`config.mk`:
```
export PLATFORM = sky130hd
export DESIGN_NAME = div_seq_8by4
export DESIGN_NICKNAME = d
export VERILOG_FILES = /design/src/rtl/div_seq_8by4_pkg.sv /design/src/rtl/div_seq_8by4_step.sv /design/src/rtl/div_seq_8by4.sv
export SDC_FILE = /design/constraint.sdc
export NUM_CORES = 1
export LEC_CHECK = 0
export CORE_MARGIN = 1.5
export CORE_UTILIZATION = 55
export DETAILED_ROUTE_END_ITERATION = 7
export PLACE_DENSITY_LB_ADDON = 0.1
export SLEW_MARGIN = 10
export SYNTH_ARGS = -nofsm -noshare
export SYNTH_HDL_FRONTEND = slang
export SYNTH_HIERARCHICAL = 1
export SYNTH_SLANG_ARGS = --single-unit
```
`constraint.sdc`:
```
create_clock -name clk -period 5.63 [get_ports clk]
set_clock_uncertainty 0.15 [all_clocks]
set_input_delay 0.563 -clock clk [delete_from_list [all_inputs] [get_ports clk]]
set_output_delay 0.563 -clock clk [all_outputs]
set_load 0.02 [all_outputs]
```
`src/rtl/div_seq_8by4_pkg.sv`:
```
// Shared definitions for the sequential 8-by-4 restoring divider:
// default operand widths and the controller state encodings.
package div_seq_8by4_pkg;

    localparam int unsigned DW_DEF = 8;
    localparam int unsigned VW_DEF = 4;

    localparam logic [1:0] S_IDLE = 2'd0;
    localparam logic [1:0] S_RUN  = 2'd1;
    localparam logic [1:0] S_FIN  = 2'd2;

endpackage

```
`src/rtl/div_seq_8by4_step.sv`:
```
// One combinational restoring-division iteration: shift the next dividend bit into
// the partial remainder, trial-subtract the divisor, keep the difference if it fits.
module div_seq_8by4_step #(
    parameter int unsigned VW = 4
) (
    input  logic [VW-1:0] r,
    input  logic          qmsb,
    input  logic [VW-1:0] divisor,
    output logic [VW-1:0] r_next,
    output logic          qbit
);

    logic [VW:0] shifted;
    logic [VW:0] trial;

    // The remainder is always below the divisor, so the result never needs the top bit.
    always_comb begin
        shifted = {r, qmsb};
        trial   = shifted - {1'b0, divisor};
        qbit    = ~trial[VW];
        r_next  = qbit ? trial[VW-1:0] : shifted[VW-1:0];
    end

endmodule

```
`src/rtl/div_seq_8by4.sv`:
```
// Sequential restoring divider: one quotient bit per clock, start/busy/done handshake,
// results and divide-by-zero flag held until the next completion.
module div_seq_8by4
    import div_seq_8by4_pkg::*;
#(
    parameter int unsigned DW = DW_DEF,
    parameter int unsigned VW = VW_DEF
) (
    input  logic          clk,
    input  logic          rst,
    input  logic          start,
    input  logic [DW-1:0] dividend,
    input  logic [VW-1:0] divisor,
    output logic          busy,
    output logic          done,
    output logic [DW-1:0] quotient,
    output logic [VW-1:0] remainder,
    output logic          div_by_zero
);

    localparam int unsigned CW = $clog2(DW + 1);
    localparam logic [CW-1:0] CNT_LAST = CW'(DW - 1);

    logic [1:0]    state_q, state_d;
    logic [DW-1:0] q_q, q_d;
    logic [VW-1:0] r_q, r_d;
    logic [VW-1:0] dvs_q, dvs_d;
    logic [CW-1:0] cnt_q, cnt_d;
    logic [DW-1:0] quo_q, quo_d;
    logic [VW-1:0] rem_q, rem_d;
    logic          dbz_q, dbz_d;
    logic          done_q, done_d;
    logic          busy_q, busy_d;

    logic [VW-1:0] r_next;
    logic          qbit;

    div_seq_8by4_step #(
        .VW(VW)
    ) u_step (
        .r      (r_q),
        .qmsb   (q_q[DW-1]),
        .divisor(dvs_q),
        .r_next (r_next),
        .qbit   (qbit)
    );

    always_comb begin
        state_d = state_q;
        q_d     = q_q;
        r_d     = r_q;
        dvs_d   = dvs_q;
        cnt_d   = cnt_q;
        quo_d   = quo_q;
        rem_d   = rem_q;
        dbz_d   = dbz_q;
        done_d  = 1'b0;
        case (state_q)
            // FIN accepts a new request exactly like IDLE, allowing back-to-back operations.
            S_IDLE, S_FIN: begin
                state_d = S_IDLE;
                if (start) begin
                    q_d   = dividend;
                    dvs_d = divisor;
                    cnt_d = '0;
                    r_d   = '0;
                    if (divisor == '0) begin
                        state_d = S_FIN;
                        done_d  = 1'b1;
                        quo_d   = {DW{1'b1}};
                        rem_d   = '0;
                        dbz_d   = 1'b1;
                    end else begin
                        state_d = S_RUN;
                    end
                end
            end
            S_RUN: begin
                q_d   = {q_q[DW-2:0], qbit};
                r_d   = r_next;
                cnt_d = cnt_q + 1'b1;
                if (cnt_q == CNT_LAST) begin
                    state_d = S_FIN;
                    done_d  = 1'b1;
                    quo_d   = {q_q[DW-2:0], qbit};
                    rem_d   = r_next;
                    dbz_d   = 1'b0;
                end
            end
            default: state_d = S_IDLE;
        endcase
        busy_d = (state_d == S_RUN);
    end

    always_ff @(posedge clk) begin
        if (rst) begin
            state_q <= S_IDLE;
            q_q     <= '0;
            r_q     <= '0;
            dvs_q   <= '0;
            cnt_q   <= '0;
            quo_q   <= '0;
            rem_q   <= '0;
            dbz_q   <= 1'b0;
            done_q  <= 1'b0;
            busy_q  <= 1'b0;
        end else begin
            state_q <= state_d;
            q_q     <= q_d;
            r_q     <= r_d;
            dvs_q   <= dvs_d;
            cnt_q   <= cnt_d;
            quo_q   <= quo_d;
            rem_q   <= rem_d;
            dbz_q   <= dbz_d;
            done_q  <= done_d;
            busy_q  <= busy_d;
        end
    end

    assign busy        = busy_q;
    assign done        = done_q;
    assign quotient    = quo_q;
    assign remainder   = rem_q;
    assign div_by_zero = dbz_q;

endmodule
```
==> results.yml <==
run_status:
  status: "complete, no violations"
power_and_ir_drop:
  total_leakage_power_uw: 0.000708
  ir_drop_v: 0.000192
  powerDensity_nw_per_um2: 264
final_layout:
  mostFrequentLayoutCells: "37 x dfxtp_1, 33 x nand2_1, 31 x nor2_1"
  antenna_cells: 0
  nNetsFinal: 233
  drive_above_1_share: 0.0755
  area_delta_synth_final_pct: 20.3
  fin_util: 0.706
  final_common_cell: "dfxtp_1"
  final_cells: 243
grt:
  antenna_found_initial: 0
  grt_overflow: 0
  grt_max_degree: 24
  grt_pass1_wl_um: 5930
  grt_pass1_vias: 1405
  grtUsageTotal: 0.231
yosys:
  postSynthCellCount: 186
  ys_async_sr_fraction: 0
  synth_area_leaders: "dfxtp_1 45%, nand2_1 7.6%, nor2_1 7.1%"
  yosys_warnings: 6
  synth_top_cell_by_area: "dfxtp_1"
  synth_top_area_share: 0.454
  synth_ff_type: "dfxtp_1"
  ys_seq_area_frac: 0.454
  synth_fp_nets: 207
  synth-seq-cells: 37
  ys_types: 32
  synth-edff-count: 0
  synthesis.area_sq_um: 1630
  syn_area_per_cell_sq_um: 8.78
floorplanning:
  ios: 30
  die_w_um: 57.5
  design.core.area_sq_um: 2780
  start_util: 0.587
  die_y_um: 57.5
  die_area_sq_um: 3300
  rows: 19
sta:
  fin_setup_tns_ns: 0
  final-setup-viol-count: 0
  worst_slew_pin_slew_ns: 0.906
  hold_viol: 0
  slew_viol_final: 0
  final.min_clock_period_ns: 2.60
  timing.fmax_mhz: 385
  period_share: 0.462
  whs_ns: 0.320
  relSlewSlack: 0.395
  rsz0062_at_grt: "no"
min_path:
  min_to: "dvs_q[2]$_SDFFE_PP0P_"
  hold_depth: 2
  worstHoldStart: "dvs_q[2]$_SDFFE_PP0P_"
  hp-class: "reg2reg"
placement:
  io_buffers: 29
  gp_congestion: 0.847
  placed_cells: 236
  hpwl_um: 2480
cts:
  path_clk_slew_ns: 0.10
  cts_setup_buffers: 0
  clkLatencyLatePin_ns: 0.33
  cts_tree: "yes"
  clockRootBuffer: "clkbuf_4"
  cts_hold_buf: 0
  numClockSinks: 37
  cts_buffer_depth: 2
  h-tree-depth: 2
  cts_buffers: 5
  cts-resized-gates: 0
setup_path:
  critPathLaunchType: "flop"
  r2r_slack_ns: 3.03
  cp_max_fo: 5
  rr_endpoint: "r_q[2]$_SDFFE_PP0P_"
  crit_required_ns: 5.70
  critPathCaptureType: "flop"
  ff2ff_path_depth: 9
  cp.arrival_ns: 2.67
  r2r_start: "q_q[7]$_SDFFE_PP0P_"
  crit_start: "q_q[7]$_SDFFE_PP0P_"
  crit_type: "reg2reg"
route:
  routedWlPerCell_um: 14.0
  dr.pass1.iters: 4
  dr.first_iter.drc_count: 52
  vias: 1422
  post-route-drc-count: 0
  drt-total-wl_um: 3410
  drtAntennaViolNets: 0
  viasPerCell: 5.85
run:
  cap_viol_max_count: 0
## through the flow
step	area, sq um	power [uW]	setup slack, ns
3_3_place_gp	1910	381	3.05
3_5_place_dp	1910	385	2.92
6_report	1960	519	3.03
5_1_grt	1960	547	2.87
4_1_cts	1960	524	3.00
2_1_floorplan	1630	357	3.28
## power by group
part           total [uW]  internal (uW)  switching [uW]
Clock                 139           59.0            80.0
Sequential            284            275            8.86
Combinational        95.9           42.3            53.6
## cells in the mapped netlist, types with 2 or more instances
master	n
a311oi_1	8
dfxtp_1	37
nor2b_1	2
nor2_1	31
nand2b_1	3
nand3b_1	3
buf_6	2
mux2_2	3
inv_1	5
a211oi_2	2
nand3_1	4
a22oi_1	6
a221oi_1	2
ha_1	5
clkbuf_1	5
a21oi_1	12
nand2_1	33
mux2i_1	2
buf_2	3
a211oi_1	6
## final cells by class
class	count	area, sq um
inverter	5	18.8
tap	31	38.8
clock buffer	7	55.1
multi-input combinational	133	813
fill	231	817
sequential	37	741
timing repair buffer	30	298
## sequential cells by signal, indices dropped and copies added, names as in the netlist
signal / count
remainder: 4
dvs_q: 4
state_q: 2
busy: 1
done: 1
cnt_q: 4
quotient: 8
div_by_zero: 1
q_q: 8
r_q: 4
## how the worst max path moves through the flow
stage | to | slack (ns) | cells after the start
finish | r_q[2]$_SDFFE_PP0P_ | 3.03 | 9
global route | r_q[3]$_SDFFE_PP0P_ | 2.87 | 9
CTS | r_q[2]$_SDFFE_PP0P_ | 3.00 | 9
detailed placement | cnt_q[2]$_SDFFE_PP0P_ | 2.92 | 5
global placement | cnt_q[2]$_SDFFE_PP0P_ | 3.05 | 5
floorplan | r_q[2]$_SDFFE_PP0P_ | 3.28 | 9
## critical path, stage by stage (launching register included)
cell and delay (ns):
dfxtp_1 0.35, inv_1 0.06, ha_1 0.21, fa_1 0.39, nand2b_1 0.17, a21oi_2 0.19, xor2_2 0.33, mux2_2 0.39
a22oi_1 0.18, nor2_1 0.07
## cells by family (layout without fill, tap and decap cells)
family / after synthesis / count (layout) / synth area share
and+or+nand+nor: 80 / 80 / 0.212
AOI/OAI and AO/OA: 39 / 39 / 0.182
DFF: 37 / 37 / 0.454
buffers and inverters: 16 / 42 / 0.0483
adders and majority gates: 6 / 6 / 0.0506
muxes: 5 / 5 / 0.0329
xor gates and xnor gates: 3 / 3 / 0.0207
## routing by layer
layer | share of wire | track usage | vias to the layer above | routed length (um)
met5 | 0 | 0 | - | 0
li1 | - | - | 695 | -
met3 | 0.053 | 0.0544 | 13 | 182
met1 | 0.43 | 0.275 | 666 | 1460
met4 | 0.031 | 0.133 | 0 | 107
met2 | 0.49 | 0.380 | 48 | 1660
No activity file was read; power rests on OpenSTA's default activity.
